**config.mk**
```make
export PLATFORM = sky130hd
export DESIGN_NAME = param_stack
export DESIGN_NICKNAME = d
export VERILOG_FILES = /design/src/rtl/stack_pkg.sv /design/src/rtl/stack_mem.sv /design/src/rtl/param_stack.sv
export SDC_FILE = /design/constraint.sdc
export NUM_CORES = 1
export LEC_CHECK = 0
export CORE_MARGIN = 2
export CORE_UTILIZATION = 55
export DETAILED_ROUTE_END_ITERATION = 8
export GPL_ROUTABILITY_DRIVEN = 0
export PLACE_DENSITY = 0.75
export SLEW_MARGIN = 20
export SYNTH_ARGS = -nofsm -noshare
export SYNTH_HDL_FRONTEND = slang
export SYNTH_SLANG_ARGS = --single-unit
```
**constraint.sdc**
```tcl
create_clock -name clk -period 3.72 [get_ports clk]
set_input_delay 0.744 -clock clk [delete_from_list [all_inputs] [get_ports clk]]
set_output_delay 0.744 -clock clk [all_outputs]
set_load 0.01 [all_outputs]
```
**src/rtl/stack_pkg.sv**
```systemverilog
// stack_pkg: shared operation codes for the parametrised stack
package stack_pkg;
    localparam logic [2:0] OP_NONE    = 3'd0;
    localparam logic [2:0] OP_PUSH    = 3'd1;
    localparam logic [2:0] OP_POP     = 3'd2;
    localparam logic [2:0] OP_REPLACE = 3'd3;
    localparam logic [2:0] OP_FLUSH   = 3'd4;
endpackage

```
**src/rtl/stack_mem.sv**
```systemverilog
// stack_mem: register file with one synchronous write port and one asynchronous read port, no reset
module stack_mem #(
    parameter int DATA_WIDTH = 8,
    parameter int DEPTH      = 8,
    parameter int AW         = $clog2(DEPTH)
) (
    input  logic                  clk,
    input  logic                  we,
    input  logic [AW-1:0]         waddr,
    input  logic [DATA_WIDTH-1:0] wdata,
    input  logic [AW-1:0]         raddr,
    output logic [DATA_WIDTH-1:0] rdata
);
    logic [DATA_WIDTH-1:0] mem [DEPTH];

    always_ff @(posedge clk)
        if (we) mem[waddr] <= wdata;

    assign rdata = mem[raddr];
endmodule

```
**src/rtl/param_stack.sv**
```systemverilog
// param_stack: parametrised LIFO with registered pop, peek, occupancy flags and sticky error flags
module param_stack
    import stack_pkg::*;
#(
    parameter int DATA_WIDTH  = 8,
    parameter int DEPTH       = 8,
    parameter int AFULL_LEVEL = DEPTH - 1,
    parameter int CNT_W       = $clog2(DEPTH + 1)
) (
    input  logic                  clk,
    input  logic                  reset,
    input  logic                  push,
    input  logic                  pop,
    input  logic [DATA_WIDTH-1:0] push_data,
    input  logic                  flush,
    input  logic                  err_clr,
    output logic [DATA_WIDTH-1:0] pop_data,
    output logic                  pop_valid,
    output logic [DATA_WIDTH-1:0] top_data,
    output logic [CNT_W-1:0]      count,
    output logic                  empty,
    output logic                  full,
    output logic                  almost_full,
    output logic                  overflow,
    output logic                  underflow
);
    localparam int AW = $clog2(DEPTH);

    logic [CNT_W-1:0]      sp;
    logic [2:0]            op;
    logic [AW-1:0]         top_idx;
    logic [AW-1:0]         waddr;
    logic [DATA_WIDTH-1:0] top_raw;
    logic                  we;
    logic                  pop_ok;
    logic                  push_rej;
    logic                  pop_rej;

    assign count       = sp;
    assign empty       = sp == '0;
    assign full        = sp == CNT_W'(DEPTH);
    assign almost_full = sp >= CNT_W'(AFULL_LEVEL);
    assign top_idx     = AW'(sp - 1'b1);
    assign top_data    = empty ? '0 : top_raw;

    // push+pop on an empty stack falls through to a plain push; the pop half is flagged below
    always_comb begin
        op       = flush                    ? OP_FLUSH   :
                   (push && pop && !empty)  ? OP_REPLACE :
                   (push && !full)          ? OP_PUSH    :
                   (pop && !push && !empty) ? OP_POP     : OP_NONE;
        we       = op == OP_PUSH || op == OP_REPLACE;
        waddr    = op == OP_REPLACE ? top_idx : AW'(sp);
        pop_ok   = op == OP_POP || op == OP_REPLACE;
        push_rej = !flush && push && !pop && full;
        pop_rej  = !flush && pop && empty;
    end

    stack_mem #(.DATA_WIDTH(DATA_WIDTH), .DEPTH(DEPTH), .AW(AW)) u_mem (
        .clk   (clk),
        .we    (we),
        .waddr (waddr),
        .wdata (push_data),
        .raddr (top_idx),
        .rdata (top_raw)
    );

    always_ff @(posedge clk or negedge reset) begin
        if (!reset) begin
            sp        <= '0;
            pop_data  <= '0;
            pop_valid <= 1'b0;
            overflow  <= 1'b0;
            underflow <= 1'b0;
        end else begin
            sp        <= op == OP_FLUSH ? '0 :
                         op == OP_PUSH  ? sp + 1'b1 :
                         op == OP_POP   ? sp - 1'b1 : sp;
            pop_valid <= pop_ok;
            if (pop_ok) pop_data <= top_raw;
            overflow  <= (overflow && !err_clr) || push_rej;
            underflow <= (underflow && !err_clr) || pop_rej;
        end
    end
endmodule

```
* Word level (Yosys, flattened, before mapping)
Memory sizes are Yosys's and may differ from the RTL's.
Cells that the tools add are included.
** Cells by class
- Eq/ne operators :: 5
- Muxes and demuxes :: 11
- Add/sub/neg operators :: 2
- Magnitude comparators :: 1
- Reductions and logical operators :: 24
** Operator list (count)
- $logic_and A1 B1 Y1 :: 12
- $mux W4 :: 3
- $mux W8 :: 1
- $eq A3 B2 Y1 const B :: 2
- $logic_not A1 Y1 :: 6
- $mux W2 :: 3
- $mux W3 :: 2
- $add A4 B1 Y4 const B :: 1
- $eq A4 B4 Y1 const B :: 1
- $ge A4 B3 Y1 const B :: 1
- $logic_not A4 Y1 :: 1
- $logic_or A1 B1 Y1 :: 4
- $sub A4 B1 Y4 const B :: 1
- $eq A3 B1 Y1 const B :: 1
- $eq A3 B3 Y1 const B :: 1
- $reduce_bool A3 Y1 :: 1
- $mux W1 :: 2
** Word-level totals
- Input bits :: 14
- Register bits after elaboration :: 15
- Bits in writable memories :: 64
- Memories :: 1
- Output and inout bits :: 26
** Memory list
- u_mem.mem :: depth 8, bits a word 8, rd ports 1, clocked after Yosys merged registers in 0, wr ports 1, RTL line stack_mem.sv:14 : logic [DATA_WIDTH-1:0] mem [DEPTH];

* Longest topological paths before layout
- Depth after elaboration :: 11
- Gate-level depth with buffers :: 12
- Mapped depth without buffers :: 7

* By module
Synthesis repeated with hierarchy kept, for this count alone.
** Second synthesis, totals
- Cells, all modules :: 197
- Area, all modules :: 3472.1 sq um
** Modules (own cells, without submodules)
- stack_mem :: area each 2531.2 sq um, instances 1, cells each 106
- param_stack :: area each 940.9 sq um, instances 1, cells each 91

* Least setup slack after synthesis
Ideal clock, no wire load.
- Kind :: flip-flop to output port
- Start point :: register sp[0], in the netlist count[0]
- End point :: output top_data[0]
- Cell stages (with the launch flop) :: 9
- Path buffers :: 3
- Data arrival time :: 2.235 ns
- Setup slack :: 0.741 ns
- Cell sequence :: dfrtp_1 -> buf_2 -> buf_2 -> inv_1 -> ha_1 -> clkbuf_1 -> mux4_2 -> mux2i_1 -> nor2_1
** Between the ends
- Cells in the longest elaborated chain, start to end :: 3
- Elaborated cells on any way between the ends :: 4
- Those cells by class :: add/sub (1); mux (1); reduce/logical (1); memory (1)
** RTL lines
- start, declared :: RTL line param_stack.sv:29 : logic [CNT_W-1:0] sp;
- start signal, assigned :: RTL line param_stack.sv:76 : sp <= op == OP_FLUSH ? '0 :
- $sub A4 B1 Y4
- $mem_v2 Z8 W8
- $mux W8 (*) :: RTL line param_stack.sv:44 : assign top_data = empty ? '0 : top_raw;
- end, declared :: RTL line param_stack.sv:19 : output logic [DATA_WIDTH-1:0] top_data,
Mark *: on every way between the ends. The rest lies on a longest branch, timed or not.

* Worst setup path after layout
- Start point :: register sp[1], in the netlist count[1]
- End point :: output top_data[1]
Same word-level chain as after synthesis.

==> results.cfg <==
[outcome]
status = finished, final reports clean

[finish]
fin_nets = 274
final_area_mm2 = 0.004148
n_antenna_cell = 0
area_growth_pct = 20.90
drive_above_1_share = 0.2395
layoutNonFillerInstCount = 338

[timing]
rsz0062_at_grt = false
finClkSkew_ps = 5.681
slew_viol_final = 0
setup_viol = 0
timing.setup.tns_ps = 0
worst_slew_pin_slew_ps = 689.6
hold_slack_ps = 521.1
finalCriticalPeriod_ps = 3583
relSlewSlack = 0.5388
hold_viol = 0
max_freq_mhz = 279.1
finalCritPeriodShare = 0.9632

[power]
p_total_mw = 2.765
internal-power_mw = 1.883
vdd_ir_drop_max_mv = 0.4113
p_comb_frac = 0.366
p_switching_mw = 0.8823
powerDensity_mw_per_mm2 = 666.6
p_leak_nw = 1.436
power.share.clock = 0.236
p_sw_frac = 0.3191
p_seq_frac = 0.397

[setup_path]
crit_path_top_delay_cell = dfrtp_1
crit_fanout = 16
crit_type = flip-flop to primary output
cp-start-kind = flip-flop
slowest_delay_ps = 510
crit_required_ps = 2980
cp.arrival_ps = 2840
cp-end-kind = primary output
crit_chain = inv_1 -> ha_1 -> buf_12 -> mux4_2 -> mux2i_1 -> nor2_1 -> clkdlybuf4s50_1

[floorplan]
initial_core_util = 0.5727
coreArea_mm2 = 0.005991
die_height_um = 82.98
rows = 28
die_w_um = 82.98
dieArea_mm2 = 0.006886
io_pins = 40

[clocking]
clk_path_buf_depth = 2
clockRootBuffer = clkbuf_8
ctsHoldBuffers = 0
clkSlewWorstSetupHoldPaths_ps = 90
htree_levels = 3
post_cts.repair.setup_buffers = 0
numCtsBuffers = 9
clock-sinks = 79
clk_latency_ps = 350
cts_tree = built

[synthesis]
syn-num-nets = 223
ys_types = 42
syn_inst = 207
synth_area_mm2 = 0.003431
synth-seq-area-share = 0.6696
synth.avg_cell_area_um2 = 16.57
synth.largest_area_cell = edfxtp_1
synth_seq_cells = 79
yosysWarnings = 0
synthTopCellsByArea = edfxtp_1 (56%), dfrtp_1 (11%), mux4_2 (11%)
yosys.area.top_type_share = 0.5602

[detailed_routing]
remaining_drc_errors = 0
routed_via_density = 5.580
dr_total_vias = 1886
drt_wl_total_mm = 6.227
drt_first_pass_iters = 4
drtIter0Drc = 107
wl_per_cell_um = 18.42
ant_nets = 0

[run]
max-cap-violations = 0

[global_routing]
grt_pass1_vias = 1828
antenna_found_initial = 0
grt-ovfl-total = 0
grt_pass1_wl_mm = 9.763
grt_max_degree = 25
grt.total_usage = 0.1910

[placement]
dp_hpwl_mm = 4.241
dpl-instance-area_mm2 = 0.003921
dp.cells = 322
io_buffer_count = 39

[hold_path]
hold_path_class = flip-flop to flip-flop
## power by group through the flow
| stage | Clock (mW) | Sequential (mW) | Combinational, mW |
|---|---|---|---|
| floorplan | 0 | 1.13 | 0.618 |
| global placement | 0 | 1.11 | 0.997 |
| detailed placement | 0 | 1.12 | 1.01 |
| CTS | 0.671 | 1.10 | 1.01 |
| global route | 0.704 | 1.11 | 1.09 |
| finish | 0.654 | 1.10 | 1.01 |
## layout by cell type (no fill, tap or decap), types with 5 or more instances in the layout
cell type / instances
inv_1: 5
o21ai_0: 5
dfrtp_1: 15
a21oi_2: 8
nand3_1: 5
mux4_2: 16
nor2_1: 28
mux2i_1: 8
buf_4: 10
clkbuf_8: 9
edfxtp_1: 64
clkdlybuf4s50_1: 39
## cell usage after synthesis, drive strengths merged
library cell / n
or3: 1
a21o: 2
a211oi: 1
nor2: 30
a311oi: 1
nor4: 3
ha: 2
nand2b: 3
inv: 6
or3b: 1
nand2: 3
nor3b: 1
xor2: 1
mux2i: 9
o21ai: 5
a41o: 1
mux4: 16
nand3: 5
and2: 2
a31oi: 3
xnor3: 1
dfrtp: 15
a221oi: 1
edfxtp: 64
a21oi: 12
and4bb: 1
or2b: 2
and3b: 1
a41oi: 1
clkbuf: 1
o22ai: 1
buf: 9
nor2b: 2
## per-layer routing
layer | share of wire | global-route usage | vias up | wire, µm
met5 | 0 | 0 | - | 0
met4 | 0.013 | 0.06259 | 0 | 80
met2 | 0.50 | 0.3152 | 54 | 3101
li1 | - | - | 903 | -
met1 | 0.45 | 0.2490 | 921 | 2774
met3 | 0.044 | 0.05070 | 8 | 271
## layout make-up
cell class,instances,area (µm²)
Fill cell,391,1843
Clock buffer,9,123.9
Multi-Input combinational cell,112,1032
Clock inverter,7,87.58
Inverter,6,27.53
Tap cell,75,93.84
Timing Repair Buffer,50,485.5
Sequential cell,79,2297
## cell families after synthesis
logic type / synth area share
mux: 0.1313
compound gates: 0.06419
buf+inv: 0.03392
flops: 0.6696
xor+xnor: 0.01131
simple gates: 0.08242
fa+ha+maj: 0.007293
## state kept, by name, indices dropped and copies added, names as in the netlist
| signal | cells |
|---|---|
| pop_data | 8 |
| count | 4 |
| underflow | 1 |
| overflow | 1 |
| pop_valid | 1 |
| u_mem.mem | 64 |
## repair_timing
action / CTS / global route
endpoints found under the hold margin: 0 / 0
endpoints found under the setup margin: 0 / 1
resized for setup: 0 / 2
## through the flow
| step | setup WS, ps | util |
|---|---|---|
| after global placement | 555.7 | 0.6546 |
| after global routing | 0.4661 | 0.6924 |
| final | 137.0 | 0.6924 |
| after detailed placement | 480.6 | 0.6546 |
| after floorplan | 740.8 | - |
| after CTS | 79.18 | 0.6899 |
## critical path: cells and delay by family (launching register included)
kind | cells | cell delay, ps
buffers and inverters | 3 | 790
muxes | 2 | 620
DFF | 1 | 510
adders and majority gates | 1 | 490
and+or+nand+nor | 1 | 70
## final timing paths
path | slack [ps] | start | to | cells after the start
setup / recovery | 140 | count[1]$_DFFE_PN0P_ | top_data[1] | 7
hold / removal | 520 | pop_data[1]$_DFFE_PN0P_ | pop_data[1]$_DFFE_PN0P_ | 2
setup reg to reg | 960 | count[1]$_DFFE_PN0P_ | u_mem.mem[3][1]$_DFFE_PP_ | 7
hold reg to reg | 520 | pop_data[1]$_DFFE_PN0P_ | pop_data[1]$_DFFE_PN0P_ | 2
max in group asynchronous | 2470 | reset | pop_data[0]$_DFFE_PN0P_ | 1
min in group asynchronous | 810 | reset | overflow$_DFF_PN0_ | 1
No activity file was read; power rests on OpenSTA's default activity.
